===== src/rtl/fetch_unit.sv =====
`default_nettype none
// +--------------------------------------------------------------------------+
// | Module   : fetch_unit                                                    |
// | Purpose  : Instruction fetch stage. Owns the 12-bit PC, reads one byte   |
// |            per memory access, assembles 1- or 2-byte instructions and    |
// |            offers them to decode over a valid/ready handshake. Accepts   |
// |            branch/call and return redirects from execute.                |
// | Revision : 1.0  initial release                                          |
// +--------------------------------------------------------------------------+
module fetch_unit #(
  parameter logic [11:0] RESET_PC = 12'h000
) (
  input  logic        clk,
  input  logic        reset_,
  output logic [11:0] i_mem_addr,
  output logic        i_mem_rd,
  input  logic [7:0]  i_mem_data_in,
  output logic [7:0]  instr_byte0,
  output logic [7:0]  instr_byte1,
  input  logic        need_byte2,
  output logic        instr_vld,
  input  logic        decode_ready,
  output logic [11:0] next_addr,
  input  logic        pc_branch,
  input  logic [11:0] dst_addr,
  input  logic        ret_addr_en,
  input  logic [11:0] ret_addr
);

  typedef enum logic [2:0] {
    ST_IDLE   = 3'd0,
    ST_FETCH0 = 3'd1,
    ST_WAIT0  = 3'd2,
    ST_FETCH1 = 3'd3,
    ST_WAIT1  = 3'd4,
    ST_ISSUE  = 3'd5
  } state_t;

  state_t      r_state;
  state_t      w_state_nxt;
  logic [11:0] r_pc;
  logic [11:0] w_pc_nxt;
  logic [11:0] w_pc_inc;
  logic [7:0]  r_byte0;
  logic [7:0]  r_byte1;
  logic        r_mem_rd;
  logic        r_instr_vld;
  logic        w_redirect;
  logic [11:0] w_redirect_pc;
  logic        w_in_wait0;

  // Redirects are ignored only in IDLE; a return outranks a branch/call.
  assign w_redirect    = (r_state != ST_IDLE) && (pc_branch || ret_addr_en);
  assign w_redirect_pc = ret_addr_en ? ret_addr : dst_addr;

  // 12-bit modulo increment; wraps 12'hFFF to 12'h000 naturally.
  assign w_pc_inc   = r_pc + 12'd1;
  assign w_in_wait0 = (r_state == ST_WAIT0);

  // Next-state and next-PC selection; a redirect overrides the normal sequence.
  always_comb begin
    w_state_nxt = r_state;
    w_pc_nxt    = r_pc;
    case (r_state)
      ST_IDLE: begin
        w_state_nxt = ST_FETCH0;
      end
      ST_FETCH0: begin
        w_state_nxt = ST_WAIT0;
      end
      ST_WAIT0: begin
        w_pc_nxt    = w_pc_inc;
        w_state_nxt = need_byte2 ? ST_FETCH1 : ST_ISSUE;
      end
      ST_FETCH1: begin
        w_state_nxt = ST_WAIT1;
      end
      ST_WAIT1: begin
        w_pc_nxt    = w_pc_inc;
        w_state_nxt = ST_ISSUE;
      end
      ST_ISSUE: begin
        if (decode_ready) begin
          w_state_nxt = ST_FETCH0;
        end
      end
      default: begin
        w_state_nxt = ST_IDLE;
      end
    endcase
    if (w_redirect) begin
      w_state_nxt = ST_FETCH0;
      w_pc_nxt    = w_redirect_pc;
    end
  end

  // State, PC, instruction bytes and registered strobes.
  always_ff @(posedge clk or negedge reset_) begin
    if (!reset_) begin
      r_state     <= ST_IDLE;
      r_pc        <= RESET_PC;
      r_byte0     <= 8'h00;
      r_byte1     <= 8'h00;
      r_mem_rd    <= 1'b0;
      r_instr_vld <= 1'b0;
    end else begin
      r_state     <= w_state_nxt;
      r_pc        <= w_pc_nxt;
      // Strobes follow the state being entered so they line up with it.
      r_mem_rd    <= (w_state_nxt == ST_FETCH0) || (w_state_nxt == ST_FETCH1);
      r_instr_vld <= (w_state_nxt == ST_ISSUE);
      // Read data arriving during a redirect belongs to a discarded fetch.
      if (w_in_wait0 && !w_redirect) begin
        r_byte0 <= i_mem_data_in;
        if (!need_byte2) begin
          r_byte1 <= 8'h00;
        end
      end
      if ((r_state == ST_WAIT1) && !w_redirect) begin
        r_byte1 <= i_mem_data_in;
      end
    end
  end

  // Byte0 is forwarded straight from memory in WAIT0 so decode can derive
  // need_byte2 in the same cycle the opcode arrives.
  assign instr_byte0 = w_in_wait0 ? i_mem_data_in : r_byte0;
  assign instr_byte1 = r_byte1;
  assign i_mem_addr  = r_pc;
  assign next_addr   = r_pc;
  assign i_mem_rd    = r_mem_rd;
  assign instr_vld   = r_instr_vld;

endmodule
`default_nettype wire

===== config.mk =====
export PLATFORM = sky130hd
export DESIGN_NAME = fetch_unit
export DESIGN_NICKNAME = d
export VERILOG_FILES = /design/src/rtl/fetch_unit.sv
export SDC_FILE = /design/constraint.sdc
export NUM_CORES = 1
export LEC_CHECK = 0
export BUFFER_PORTS_ARGS = -buffer_cell sky130_fd_sc_hd__buf_4
export CORE_ASPECT_RATIO = 2
export CORE_UTILIZATION = 48
export DETAILED_ROUTE_END_ITERATION = 8
export MAX_ROUTING_LAYER = met4
export PLACE_DENSITY = 0.87
export REMOVE_ABC_BUFFERS = 1
export SLEW_MARGIN = 10
export SYNTH_ARGS = -nofsm -noshare
export SYNTH_HDL_FRONTEND = slang
export SYNTH_SLANG_ARGS = --single-unit

===== constraint.sdc =====
create_clock -name clk -period 1.9 [get_ports clk]
set_clock_uncertainty 0.1 [all_clocks]
set_input_delay 0.095 -clock clk [delete_from_list [all_inputs] [get_ports clk]]
set_output_delay 0.095 -clock clk [all_outputs]
set_load 0.02 [all_outputs]

==> results.yml, run 1 <==
finish:
  area_growth_pct: 50.33
  final_util_pct: 74.58
  fin_nets: 311
  stdcell_count: 324
  fill_cells: 283
  seq_area_um2: 829.5
  postLayoutCellArea_mm2: 0.002867
  n_antenna_cell: 0
  multi_input_area_um2: 940.9
  drive_gt1_share_pct: 46.89
route:
  vias: 1814
  antenna_left: 0
  routed_wl_mm: 5.506
  drtPass1Iterations: 4
  drc: 0
  avgRoutedWirePerCell_um: 16.99
  drtIter0Drc: 45
  via_per_inst: 5.599
logic_synthesis:
  synth_warnings: 0
  synth_cells: 176
  synth-async-reset-ratio_pct: 100.0
  avgSynthCellArea_um2: 10.83
  synth_most_common_cell: "dfrtp_1"
  synth_area_mm2: 0.001907
  synth_seq_area_share_pct: 43.31
  synth_flop_cell: "dfrtp_1"
  yosys-top-cells-area: "dfrtp_1 (43%), mux2_2 (10%), buf_4 (5.9%)"
  synth_area_leader_cell: "dfrtp_1"
  yosysTopAreaCellShare_pct: 43.31
  yosysUniqueCellTypes: 43
  ys_ff_latch: 33
  synth_commonest_cells: "dfrtp_1 (33), mux2_2 (17), buf_4 (15), a21oi_1 (11)"
  synth_edf_count: 0
power:
  power.switching_mw: 0.7666
  intPower_mw: 1.628
  irDropWorstVdd_mv: 0.7240
  seqPwrFrac_pct: 37.3
  clockPowerShare_pct: 29.1
  comb_power_share_pct: 33.6
  power_leakage_nw: 1.329
  p_sw_share_pct: 32.02
  power-per-cell-area_mw_per_mm2: 835.3
setup_path:
  critPathKind: "reg2out"
  worstSetupPathDepth: 4
  critical-path-top-delay-family: "flip-flops"
  cp_max_fo: 8
  rr_startpoint: "r_state[1]"
  crit_end: "instr_byte0[1]"
  cpPeakStageDelay_ps: 460
  slowest_stage: "dfrtp_2"
  rrSetupSlack_ps: 110
  regToRegEndpoint: "i_mem_addr[9]"
  crit_chain: "nor3b_4, buf_6, mux2_2, buf_4"
  critPathLaunchType: "flop"
  rr_worst_depth: 6
  crit_path_end_kind: "primary output"
  crit_required_ps: 1700
  worst-path-buf-inv: 2
  crit_start: "r_state[0]"
  arrival_ps: 1680
clocking:
  cts.sinks: 33
  cts_root_buffer: "clkbuf_8"
  clock_latency_ps: 290
  clk_pin_slew_ps: 70
  cts_htree_levels: 2
  cts_tree: "yes"
  cts_buffers: 5
  clk_path_buf_depth: 2
timing:
  timing.hold.ws_ps: 21.56
  setup_viol: 0
  fin_crit_ps: 1871
  slew_violations: 0
  relSlewSlack_pct: 71.77
  finalCritPeriodShare_pct: 98.47
  max_slew.worst_pin.slew_ps: 423.5
  hold_viol: 0
  clock.fmax_mhz: 534.5
global_route:
  overflow: 0
  grt_pass1_wl_mm: 8.466
  track_usage_pct: 28.21
  grt_max_degree: 34
  grt_antenna_before_repair: 0
  grt_pass1_vias: 1848
hold_path:
  hp-class: "in2reg"
floorplanning:
  die_h_um: 91.14
  core_area_mm2: 0.003844
  fp-row-count: 32
  die-area_mm2: 0.004244
  num_io_pins: 80
  initial_core_util_pct: 49.61
  die_w_um: 46.57
status:
  status: "completed"
placed_design:
  gp_congestion: 0.9278
  dpl-instance-area_mm2: 0.002487
  dp.cells: 293
  portBuffers: 79
  dp_hpwl_mm: 3.565
run:
  drv_cap: 0
-- power by group through the flow --
stage / clock (mW) / combinational (mW) / sequential (mW)
floorplan: 0 / 0.249 / 1.02
global placement: 0 / 0.731 / 0.895
detailed placement: 0 / 0.744 / 0.899
CTS: 0.705 / 0.777 / 0.888
global route: 0.724 / 0.858 / 0.903
finish: 0.698 / 0.804 / 0.893
-- worst min path at each step --
stage / cells past startpoint / from / slack [ps] / to
detailed placement: 1 / reset_ / -30 / i_mem_addr[11]
global placement: 1 / reset_ / -30 / i_mem_rd
CTS: 3 / ret_addr[1] / 5 / i_mem_addr[1]
floorplan: 0 / reset_ / -300 / i_mem_addr[0]
finish: 3 / ret_addr[1] / 20 / i_mem_addr[1]
global route: 3 / pc_branch / 50 / r_state[2]
-- state kept, by name, summed over array words and instances (netlist names) --
name and flops:
i_mem_rd 1, r_state 3, i_mem_addr 12, r_byte0 8, instr_byte1 8, instr_vld 1
-- kinds of logic after synthesis --
logic type                 after synthesis  share of synthesized area, %
and+or+nand+nor                         45                         14.37
AOI/OAI and AO/OA                       42                         15.95
DFF                                     33                         43.31
buffers and inverters                   24                         8.792
muxes                                   24                         13.71
xor gates and xnor gates                 7                         3.215
adders and majority gates                1                        0.6561
-- what timing repair did --
item | CTS | global route
setup buffers | 1 | 5
hold endpoints to repair | 56 | 0
pin swaps | 1 | 1
hold buffers | 17 | 0
setup endpoints to repair | 8 | 12
gates resized for setup | 5 | 5
-- layer usage --
metal	part of all wire, %	global-route usage (%)	up-vias
li1	-	-	835
met1	36	28.82	895
met2	58	48.84	72
met3	4.2	4.573	12
met4	2.7	12.50	0
met5	0	-	-
-- per-stage QoR --
stage | TNS [ps] | total power, mW | worst slack [ps]
2_1_floorplan | -403.5 | 1.267 | -50.44
3_3_place_gp | 0 | 1.626 | 217.2
3_5_place_dp | 0 | 1.643 | 154.8
4_1_cts | 0 | 2.370 | 18.64
5_1_grt | -62.66 | 2.485 | -14.45
6_report | 0 | 2.394 | 29.11
-- layout by cell type (no fill, tap or decap), types with 3 or more instances in the layout --
master / Yosys / routed
o22a_1: 3 / 3
mux2_2: 17 / 15
dfrtp_2: 0 / 3
nor2_1: 7 / 7
buf_4: 15 / 92
a22o_1: 8 / 8
nor3_1: 4 / 4
a21oi_1: 11 / 11
clkbuf_8: 0 / 6
nor2b_1: 8 / 8
nand2_1: 4 / 3
nand4_1: 5 / 5
mux2i_1: 7 / 7
dlygate4sd3_1: 0 / 17
a211oi_1: 7 / 7
xnor2_1: 7 / 6
dfrtp_1: 33 / 30
-- layout make-up --
class	count	area share (%)
Sequential cell	33	28.94
Clock buffer	7	3.012
Tap cell	51	2.226
Clock inverter	1	1.048
Multi-Input combinational cell	119	32.82
Timing Repair Buffer	112	31.82
Inverter	1	0.1309
-- worst register-to-register path: stages, from the launching register on --
cell and delay [ps]:
dfrtp_2 470, buf_4 170, or3_1 420, nand2_2 170, buf_12 160, nor2_1 50
o22a_1 140
No activity file was read; power rests on OpenSTA's default activity.
==> run 2: changes to the inputs <==
- CTS_BUF_LIST: unset -> sky130_fd_sc_hd__clkbuf_16
- MAX_ROUTING_LAYER: met4 -> unset
==> run 2 against run 1 <==
The flow now finishes with violations (negative hold slack). First-iteration DRC count fell by 51%. Flip-flop and latch count did not move. Sequential share of layout area rose by 0.59 points. Power rose by 1.5%. Fmax rose by 0.90%. Die area did not move. Largest power group unchanged.
==> results.yml, run 2 (same netlist as run 1, synthesis figures left out) <==
status:
  status: "finished, violations left"
  violations: "negative hold slack"
placed_design:
  dp_hpwl_mm: 3.637
  portBuffers: 79
  gp_congestion: 0.9262
floorplanning:
  core_area_mm2: 0.003844
  die_h_um: 91.14
  fp-row-count: 32
  num_io_pins: 80
  die_w_um: 46.57
  die-area_mm2: 0.004244
  initial_core_util_pct: 49.61
route:
  vias: 1804
  drc: 0
  antenna_left: 0
  drtPass1Iterations: 4
  via_per_inst: 5.638
  avgRoutedWirePerCell_um: 16.73
  drtIter0Drc: 22
  routed_wl_mm: 5.355
clocking:
  cts_htree_levels: 2
  cts_root_buffer: "clkbuf_16"
  cts_buffers: 5
  cts_tree: "yes"
  clock_latency_ps: 280
  clk_pin_slew_ps: 50
  clk_path_buf_depth: 2
  cts.sinks: 33
power:
  p_total_mw: 2.431
  power.switching_mw: 0.7770
  p_sw_share_pct: 31.96
  seqPwrFrac_pct: 36.7
  irDropWorstVdd_mv: 0.7668
  comb_power_share_pct: 32.3
  clockPowerShare_pct: 31.0
  power_leakage_nw: 1.319
  power-per-cell-area_mw_per_mm2: 865.5
  intPower_mw: 1.654
setup_path:
  crit_start: "r_state[1]"
  critPathLaunchType: "flop"
  rr_startpoint: "r_state[1]"
  critPathKind: "reg2out"
  cp_max_fo: 8
  crit_required_ps: 1700
  regToRegEndpoint: "i_mem_addr[10]"
  crit_end: "instr_byte0[1]"
  rrSetupSlack_ps: 50
  rr_worst_depth: 5
  crit_path_end_kind: "primary output"
  arrival_ps: 1660
finish:
  drive_gt1_share_pct: 46.84
  n_antenna_cell: 0
  fin_nets: 307
  final_common_cell: "buf_4"
  area_growth_pct: 47.31
  largest_register_ffs: 12
  final_util_pct: 73.08
  final_cell_mix: "buf_4 (95), dfrtp_1 (30), mux2_2 (17)"
timing:
  clock.fmax_mhz: 539.3
  max_slew.worst_pin.slew_ps: 431.8
  setup_viol: 0
  relSlewSlack_pct: 71.22
  hold_viol: 1
  slew_violations: 0
  finalCritPeriodShare_pct: 97.59
  fin_crit_ps: 1854
  timing.hold.ws_ps: -0.2496
global_route:
  grt_max_degree: 34
  track_usage_pct: 27.68
  overflow: 0
  grt_pass1_wl_mm: 8.362
  grt_antenna_before_repair: 0
  grt_pass1_vias: 1739
hold_path:
  hold_path_depth: 3
  hp-class: "in2reg"
run:
  drv_cap: 0
run 2: changes by cell type in the layout (fill, tap and decap cells not counted), sizes merged:
cell         previous run  this run
clkbuf                  7         5
dlygate4sd3            17        12
inv                     1         4
buf                    95        96
bufinv                  1         0
run 2: power groups by stage:
stage,clock network (mW),logic (mW),registers [mW]
after floorplan,0,0.249,1.02
after global placement,0,0.722,0.895
after detailed placement,0,0.743,0.900
after CTS,0.763,0.770,0.890
after global routing,0.786,0.836,0.905
final,0.753,0.786,0.892
run 2: worst min path at each step:
stage | slack (ps) | to | startpoint
after global routing | 20 | i_mem_addr[3] | ret_addr[3]
after detailed placement | -40 | i_mem_addr[0] | reset_
after global placement | -40 | i_mem_addr[0] | reset_
after CTS | 0.3 | i_mem_addr[0] | ret_addr[0]
after floorplan | -300 | i_mem_addr[0] | reset_
final | -0.2 | i_mem_addr[3] | ret_addr[3]
run 2: layout make-up:
class | count | area [um^2]
inverters | 1 | 3.754
flip-flops and latches | 33 | 829.5
fillers | 285 | 1035
clock buffers | 5 | 125.1
repair buffers | 108 | 844.6
clock inverters | 3 | 11.26
well taps | 51 | 63.81
multi-input cells | 119 | 930.9
run 2: critical path: stages, from the launching register on:
cell     delay (ps)
dfrtp_2         440
nor3b_4         230
buf_6           170
mux2_2          370
buf_4           160
run 2: per-stage QoR:
stage	TNS, ps	worst slack [ps]	area [um^2]	std cells	hold slack (ps)
after floorplan	-403.5	-50.44	1743	153	-300.6
after global placement	0	195.0	2475	293	-36.28
after detailed placement	0	155.1	2475	293	-36.29
after CTS	0	13.24	2761	316	0.3300
after global routing	-9.690	-5.128	2809	320	24.88
final	0	45.74	2809	320	-0.2496
run 2: routing by layer:
metal	global-route usage (%)	part of all wire, %	up-vias
met5	0	0	-
met4	12.75	2.5	0
met3	5.964	5.3	10
met2	46.88	58	84
met1	30.62	35	883
li1	-	-	827
run 2: what timing repair did:
action | CTS | global route
hold buffers | 12 | 0
setup buffers | 3 | 4
hold endpoints to repair | 52 | 0
pin swaps | 1 | 0
gates cloned | 0 | 0
endpoints found under the setup margin | 8 | 12
resized for setup | 4 | 3
==> run 3: changes to the inputs <==
- CORE_MARGIN: unset -> 2
- PLACE_DENSITY: 0.87 -> 0.81
==> run 3 against run 2 <==
The run now ends clean. Power up 0.35%. Die area up 6.6%. Setup slack gained 31 ps. Combinational power down 0.8%. Count of clock-buffer cells in the layout is the same. Global-route usage shrank 2.3 points. Clock power rose by 2%. Wire length up 0.28%. Final cell count decreased by 0.94%. Fmax grew 1.7%.
==> results.yml, run 3 (same netlist as run 1, synthesis figures left out) <==
finish:
  fill_cells: 329
  final_util_pct: 72.20
  fin_nets: 304
  multi_input_area_um2: 919.6
  seq_area_um2: 829.5
  n_antenna_cell: 0
  largest_register_ffs: 12
  area_growth_pct: 45.54
  final_common_cell: "buf_4"
  final_cell_mix: "buf_4 (94), dfrtp_1 (30), mux2_2 (17)"
  drive_gt1_share_pct: 46.99
  stdcell_count: 317
floorplanning:
  die_w_um: 48.57
  die_h_um: 93.14
  fp-row-count: 32
  num_io_pins: 80
  core_area_mm2: 0.003844
  die-area_mm2: 0.004523
  initial_core_util_pct: 49.61
setup_path:
  arrival_ps: 1630
  worstSetupPathDepth: 4
  slowest_stage: "dfrtp_2"
  worst-path-buf-inv: 2
  crit_chain: "nor3b_4, buf_6, mux2_2, buf_4"
  critPathLaunchType: "flop"
  critPathKind: "reg2out"
  rr_worst_depth: 5
  critical-path-top-delay-family: "flip-flops"
  rr_startpoint: "r_state[0]"
  regToRegEndpoint: "i_mem_addr[10]"
  crit_required_ps: 1700
  crit_path_end_kind: "primary output"
  cpPeakStageDelay_ps: 440
  cp_max_fo: 8
  rrSetupSlack_ps: 130
hold_path:
  hp-class: "in2reg"
  hold_path_depth: 3
  hp-start: "ret_addr[3]"
  min_to: "i_mem_addr[3]"
timing:
  max_slew.worst_pin.slew_ps: 524.3
  clock.fmax_mhz: 548.4
  relSlewSlack_pct: 64.79
  setup_viol: 0
  slew_violations: 0
  hold_viol: 0
  fin_crit_ps: 1824
  finalCritPeriodShare_pct: 95.98
  fin_ws_ps: 76.44
  rsz0062_at_grt: "no"
  timing.hold.ws_ps: 1.889
global_route:
  grt_pass1_wl_mm: 8.735
  grt_antenna_before_repair: 0
  track_usage_pct: 25.37
  grt_pass1_vias: 1855
  overflow: 0
  grt_max_degree: 34
route:
  antenna_left: 0
  drtPass1Iterations: 6
  vias: 1775
  routed_wl_mm: 5.370
  avgRoutedWirePerCell_um: 16.94
  drc: 0
  drtIter0Drc: 31
  via_per_inst: 5.599
clocking:
  clk_path_buf_depth: 2
  cts.sinks: 33
  cts_htree_levels: 2
  cts_root_buffer: "clkbuf_16"
  clock_latency_ps: 280
  cts_buffers: 5
  clk_pin_slew_ps: 60
  cts_tree: "yes"
power:
  irDropWorstVdd_mv: 0.7843
  power_leakage_nw: 1.315
  power-per-cell-area_mw_per_mm2: 879.1
placed_design:
  gp_congestion: 0.8645
  dp_hpwl_mm: 3.950
  portBuffers: 79
  dp.cells: 295
  post-place-ws_ps: 163.6
status:
  status: "completed"
run:
  drv_cap: 0
## run 3: through the flow
| step | power, mW | setup TNS [ps] | area [um^2] |
|---|---|---|---|
| detailed placement | 1.651 | 0 | 2490 |
| floorplan | 1.267 | -403.5 | 1743 |
| CTS | 2.442 | 0 | 2731 |
| global route | 2.552 | 0 | 2775 |
| finish | 2.440 | 0 | 2775 |
| global placement | 1.631 | 0 | 2490 |
## run 3: cell type report
cell class / count / share of cell area [%]
clock buffer: 5 / 4.509
clock inverter: 3 / 0.4959
inverter: 1 / 0.1353
multi-input combinational: 119 / 33.14
sequential: 33 / 29.89
tap: 51 / 2.299
timing repair buffer: 105 / 29.53
## run 3: worst min-delay path, stage by stage
cell and delay (ps):
buf_4 80, a211oi_1 60, a21oi_1 110
## run 3: how the worst max path moves through the flow
stage             startpoint             end  slack [ps]
6_report          r_state[0]  instr_byte0[6]          80
5_1_grt           r_state[1]  instr_byte0[1]         0.3
4_1_cts           r_state[2]  instr_byte0[1]           7
3_5_place_dp   i_mem_addr[0]   i_mem_addr[6]         160
3_3_place_gp   i_mem_addr[0]   i_mem_addr[6]         210
2_1_floorplan     r_state[0]  instr_byte1[0]         -50
## run 3: routing by layer
layer  up-vias  share of wire, %  GRT usage (%)
li1        822                 -              -
met1       851                32          22.28
met2        88                60          52.43
met3        14               6.4          5.431
met4         0               2.3          11.19
met5         -                 0              0
## run 3: report_power, final
part	switching [mW]	internal [mW]	total [mW]
sequential	0.0939	0.795	0.889
combinational	0.397	0.383	0.780
clock	0.295	0.475	0.770
total	0.786	1.65	2.44
## run 3: repair_timing
item | in CTS | in global routing
endpoints found under the setup margin | 8 | 8
gates cloned | 0 | 0
endpoints found under the hold margin | 49 | 0
pin swaps | 1 | 1
buffers inserted | 0 | 5
resized for setup | 4 | 1
hold buffers | 9 | 0
